--- src/rtl/serial_cmp_fsm.sv ---
// Bit-serial word comparator controller: consumes per-bit lt/gt/eq codes MSB first
// and reports the word result, stopping early at the first differing bit.
module serial_cmp_fsm #(
  parameter int WIDTH = 8
) (
  input  logic                       i_w_clk,
  input  logic                       i_w_rst_n,
  input  logic                       i_w_start,
  input  logic                       i_w_bit_valid,
  input  logic                       i_w_bit_lt,
  input  logic                       i_w_bit_gt,
  input  logic                       i_w_bit_eq,
  output logic [$clog2(WIDTH)-1:0]   o_w_bit_idx,
  output logic                       o_w_busy,
  output logic                       o_w_done,
  output logic                       o_w_lt,
  output logic                       o_w_gt,
  output logic                       o_w_eq,
  output logic                       o_w_err
);

  localparam int IDX_W = $clog2(WIDTH);
  localparam logic [IDX_W-1:0] LAST_IDX = IDX_W'(WIDTH - 1);

  typedef enum logic [1:0] {
    ST_IDLE = 2'd0,
    ST_RUN  = 2'd1,
    ST_DONE = 2'd2
  } state_t;

  state_t           state_q, state_d;
  logic [IDX_W-1:0] idx_q, idx_d;
  logic             busy_q, busy_d;
  logic             done_q, done_d;
  logic             lt_q, lt_d;
  logic             gt_q, gt_d;
  logic             eq_q, eq_d;
  logic             err_q, err_d;
  logic [2:0]       code;

  assign code = {i_w_bit_lt, i_w_bit_gt, i_w_bit_eq};

  always_comb begin
    state_d = state_q;
    idx_d   = idx_q;
    lt_d    = lt_q;
    gt_d    = gt_q;
    eq_d    = eq_q;
    err_d   = err_q;

    unique case (state_q)
      ST_IDLE, ST_DONE: begin
        if (i_w_start) begin
          state_d = ST_RUN;
          idx_d   = LAST_IDX;
          lt_d    = 1'b0;
          gt_d    = 1'b0;
          eq_d    = 1'b0;
          err_d   = 1'b0;
        end else begin
          state_d = ST_IDLE;
        end
      end

      ST_RUN: begin
        // Start requests are deliberately ignored here; only valid bits advance.
        if (i_w_bit_valid) begin
          unique case (code)
            3'b100: begin
              lt_d    = 1'b1;
              state_d = ST_DONE;
            end
            3'b010: begin
              gt_d    = 1'b1;
              state_d = ST_DONE;
            end
            3'b001: begin
              if (idx_q == '0) begin
                eq_d    = 1'b1;
                state_d = ST_DONE;
              end else begin
                idx_d = idx_q - IDX_W'(1);
              end
            end
            default: begin
              err_d   = 1'b1;
              state_d = ST_DONE;
            end
          endcase
        end
      end

      default: begin
        state_d = ST_IDLE;
      end
    endcase

    // Status flags are derived from the next state so they are valid while in that state.
    busy_d = (state_d == ST_RUN);
    done_d = (state_d == ST_DONE);
  end

  always_ff @(posedge i_w_clk or negedge i_w_rst_n) begin
    if (!i_w_rst_n) begin
      state_q <= ST_IDLE;
      idx_q   <= '0;
      busy_q  <= 1'b0;
      done_q  <= 1'b0;
      lt_q    <= 1'b0;
      gt_q    <= 1'b0;
      eq_q    <= 1'b0;
      err_q   <= 1'b0;
    end else begin
      state_q <= state_d;
      idx_q   <= idx_d;
      busy_q  <= busy_d;
      done_q  <= done_d;
      lt_q    <= lt_d;
      gt_q    <= gt_d;
      eq_q    <= eq_d;
      err_q   <= err_d;
    end
  end

  assign o_w_bit_idx = idx_q;
  assign o_w_busy    = busy_q;
  assign o_w_done    = done_q;
  assign o_w_lt      = lt_q;
  assign o_w_gt      = gt_q;
  assign o_w_eq      = eq_q;
  assign o_w_err     = err_q;

endmodule
--- config.mk ---
export PLATFORM = sky130hd
export DESIGN_NAME = serial_cmp_fsm
export DESIGN_NICKNAME = d
export VERILOG_FILES = /design/src/rtl/serial_cmp_fsm.sv
export SDC_FILE = /design/constraint.sdc
export NUM_CORES = 1
export LEC_CHECK = 0
export ABC_AREA = 1
export CORE_UTILIZATION = 40
export CTS_CLUSTER_DIAMETER = 120
export DETAILED_ROUTE_END_ITERATION = 8
export PLACE_DENSITY = 0.69
export SYNTH_ARGS = -nofsm -noshare
export SYNTH_HDL_FRONTEND = slang
export SYNTH_SLANG_ARGS = --single-unit
--- constraint.sdc ---
create_clock -name i_w_clk -period 1.35 [get_ports i_w_clk]
set_clock_uncertainty 0.2 [all_clocks]
set_input_delay 0.27 -clock i_w_clk [delete_from_list [all_inputs] [get_ports i_w_clk]]
set_output_delay 0.27 -clock i_w_clk [all_outputs]
set_load 0.02 [all_outputs]
==> key figures <==
Floorplanning
  • Starting Density: 43.4%
  • Top Ports: 16
  • Die W: approximately 40 um
  • Die ar.: ~1600 um2
  • Chip height: 39.8 um
  • Row count: 13
  • Core footprint: 1320 um2

Synth
  • YS warnings: 0
  • Register bit total from synthesis: 11
  • Synthesized area: 572 um2
  • Simple-Gate Fraction of Synth Area: 32.8%
  • Mux share of post-synthesis cell area: 0%
  • Post-Synth XOR/XNOR Area: ~1.5%
  • Compound-gate portion of the synthesized area: 5.91%
  • Synth Instances: 75
  • Syn Nets: 84
  • Mapped Avg Cell Area: 7.62 um2
  • Cell variety after synth: 15
  • Seq/Total Area, Yosys: between 40% and 50%
  • Adder-Cell Fraction of Synth Area: 4.38%
  • Largest family of logic cells by synthesized area: simple AND/OR/NAND/NOR gates

Setup path
  • Nature of the critical path endpoint: flip-flop
  • Startpoint Class: flip-flop
  • WP data required: about 1300 ps
  • Crit Path Max Fanout: 4
  • CP arrival: 1350 ps
  • Critical path class: flip-flop to flip-flop

Layout
  • Fillers: 112
  • Net count, final: 118
  • Design area: 900 um2
  • Ant. Diodes: 0
  • Most frequent cells in the layout: nand2_1 (14), buf_4 (14), nor2_1 (13), buf_2 (9), dfrtp_1 (8)
  • Share of cells above drive strength 1: 46.3%
  • Area growth from synthesis to layout: 57.3%

Pwr
  • Maximum vdd drop: 1.15 mV
  • Clk pwr share: around 14%
  • Pwr Density: 1860 nW/um2
  • Seq pwr share: 30.6%
  • Pint: 0.000962 W
  • Sw Share: a little over two fifths
  • Leak: 0.483 nW
  • P_sw: 0.000710 W
  • Combinational share of power: 55.4%

Placed design
  • Post-DP Area: 827 um2
  • Routability Congestion: 0.744
  • Number of I/O port buffers: 15
  • Placed wire-length estimate: 1000 um

Clock tree
  • H-tree lvl count: 1
  • Root Driver: clkbuf_4
  • Clock buffer depth: 2
  • CTS Hold Buffers Added: 0
  • Clock sinks: 11
  • CTS tree: built
  • Clk Latency, worst-skew pair: approximately 270 ps
  • Clock buffer count from CTS: 3
  • Clock slew at reported path FFs: ~80 ps

Drt
  • DR pass1 iterations: 4
  • DR WL/cell: 12.5 um
  • DRT iter0 DRCs: 9
  • Vias per cell: 4.80
  • Routed WL: around 1500 um
  • Post-route DRC: 0
  • DR top layer: met4
  • Antenna-violating nets left: 0
  • Via total after detailed routing: between 500 and 600
  • Met3 routed WL: between 50 and 60 um
  • Metal2 WL: 817 um
  • WL met1: 632 um

Timing
  • Final Max Slew Viols: 0
  • Fin crit period: 1390 ps
  • RSZ-0062 raised after global routing: yes
  • Slew margin rel.: 88.0%
  • Max Clock Freq: 720 MHz
  • Endpoints failing hold: 0
  • Final count of negative-setup-slack endpoints: 6
  • Crit share post-route: 103%
  • Final setup TNS: -138 ps
  • Final setup margin: -38.7 ps
  • Worst-Margin Slew: approximately 180 ps

GRT
  • Gr usage total: 21.5%
  • Number of global-route vias before repair: approximately 520
  • Initial antenna violation count: 0
  • Total grt overflow: 0
  • Global-route wire length before repair: 2170 um
  • Largest net degree at the start of global routing: 12

Worst hold path
  • Hold Path Class: primary input to asynchronous set/reset pin

Outcome
  • Status: complete, but fails checks
  • Violated checks: setup timing

Run
  • Max Cap Violations: 0
power groups by stage:
| stage | logic, W | clock network [W] | registers (W) |
|---|---|---|---|
| 2_1_floorplan | 0.000353 | 0 | 0.000641 |
| 3_3_place_gp | 0.000833 | 0 | 0.000517 |
| 3_5_place_dp | 0.000857 | 0 | 0.000521 |
| 4_1_cts | 0.000849 | 0.000233 | 0.000510 |
| 5_1_grt | 0.00102 | 0.000252 | 0.000527 |
| 6_report | 0.000925 | 0.000235 | 0.000511 |
critical path, stage by stage (launching register included):
cell	delay, ps
dfrtp_2	380
inv_2	60
ha_4	150
inv_2	60
o21ai_2	70
o21ai_4	160
nand2_2	90
nand2_2	60
nand2_1	40
kinds of logic after synthesis:
kind of cell	Yosys count
adders and majority gates	2
buffers and inverters	11
and+or+nand+nor	44
AOI/OAI and AO/OA	6
xor gates and xnor gates	1
DFF	11
area by class of cell:
cell class / count / area, um2 / area share (%)
Sequential cell: 11 / 279 / 31.0
Clock buffer: 4 / 26.3 / 2.92
Multi-Input combinational cell: 53 / 320 / 35.6
Tap cell: 15 / 18.8 / 2.09
Inverter: 11 / 41.3 / 4.59
Timing Repair Buffer: 29 / 214 / 23.8
state kept, by name, summed over array words and instances (netlist names):
signal and cells:
o_w_lt 1, o_w_bit_idx 3, o_w_eq 1, state_q 2, o_w_done 1, o_w_gt 1
o_w_busy 1, o_w_err 1
per-stage QoR:
step,hold slack (ps),utilization [%],power (W),cells,worst slack (ps)
after floorplan,-226,-,0.000994,75,-85.0
after global placement,274,62.8,0.00135,114,-279
after detailed placement,284,62.8,0.00138,114,-340
after CTS,95.0,64.8,0.00159,122,-52.6
after global routing,104,68.3,0.00180,123,-117
final,84.0,68.3,0.00167,123,-38.7
path summary, 6_finish.rpt:
kind,from,endpoint,slack [ps],cells past startpoint
worst max-delay path,o_w_bit_idx[0],o_w_bit_idx[1],-40,8
worst min-delay path,i_w_rst_n,o_w_busy,80,2
worst max register to register,o_w_bit_idx[0],o_w_bit_idx[1],-40,8
worst min register to register,state_q[1],state_q[1],300,1
max in group asynchronous,i_w_rst_n,o_w_bit_idx[0],700,2
min in group i_w_clk,i_w_bit_eq,o_w_lt,290,6
routing by layer:
| layer | up-vias | global-route usage (%) |
|---|---|---|
| li1 | 299 | - |
| met5 | - | 0 |
| met4 | 0 | 12.9 |
| met1 | 274 | 25.9 |
| met3 | 4 | 3.41 |
| met2 | 14 | 35.2 |
repair_timing:
action                     in CTS  in global routing
pin swaps                       6                  6
gates resized for setup        39                 14
buffers inserted                4                  1
setup endpoints to repair      15                 11
synthesized netlist by cell type (all sizes together):
| cell type | n | area (um2) |
|---|---|---|
| a21oi | 1 | 5.00 |
| dfrtp | 11 | 275 |
| ha | 2 | 25.0 |
| inv | 11 | 41.3 |
| nand2 | 18 | 70.1 |
| nand3 | 6 | 35.0 |
| nand3b | 1 | 7.51 |
| nor2 | 16 | 60.1 |
| nor3 | 3 | 15.0 |
| o21ai | 5 | 28.8 |
| xnor2 | 1 | 8.76 |
Note: power is estimated with default switching activity, not from simulation.
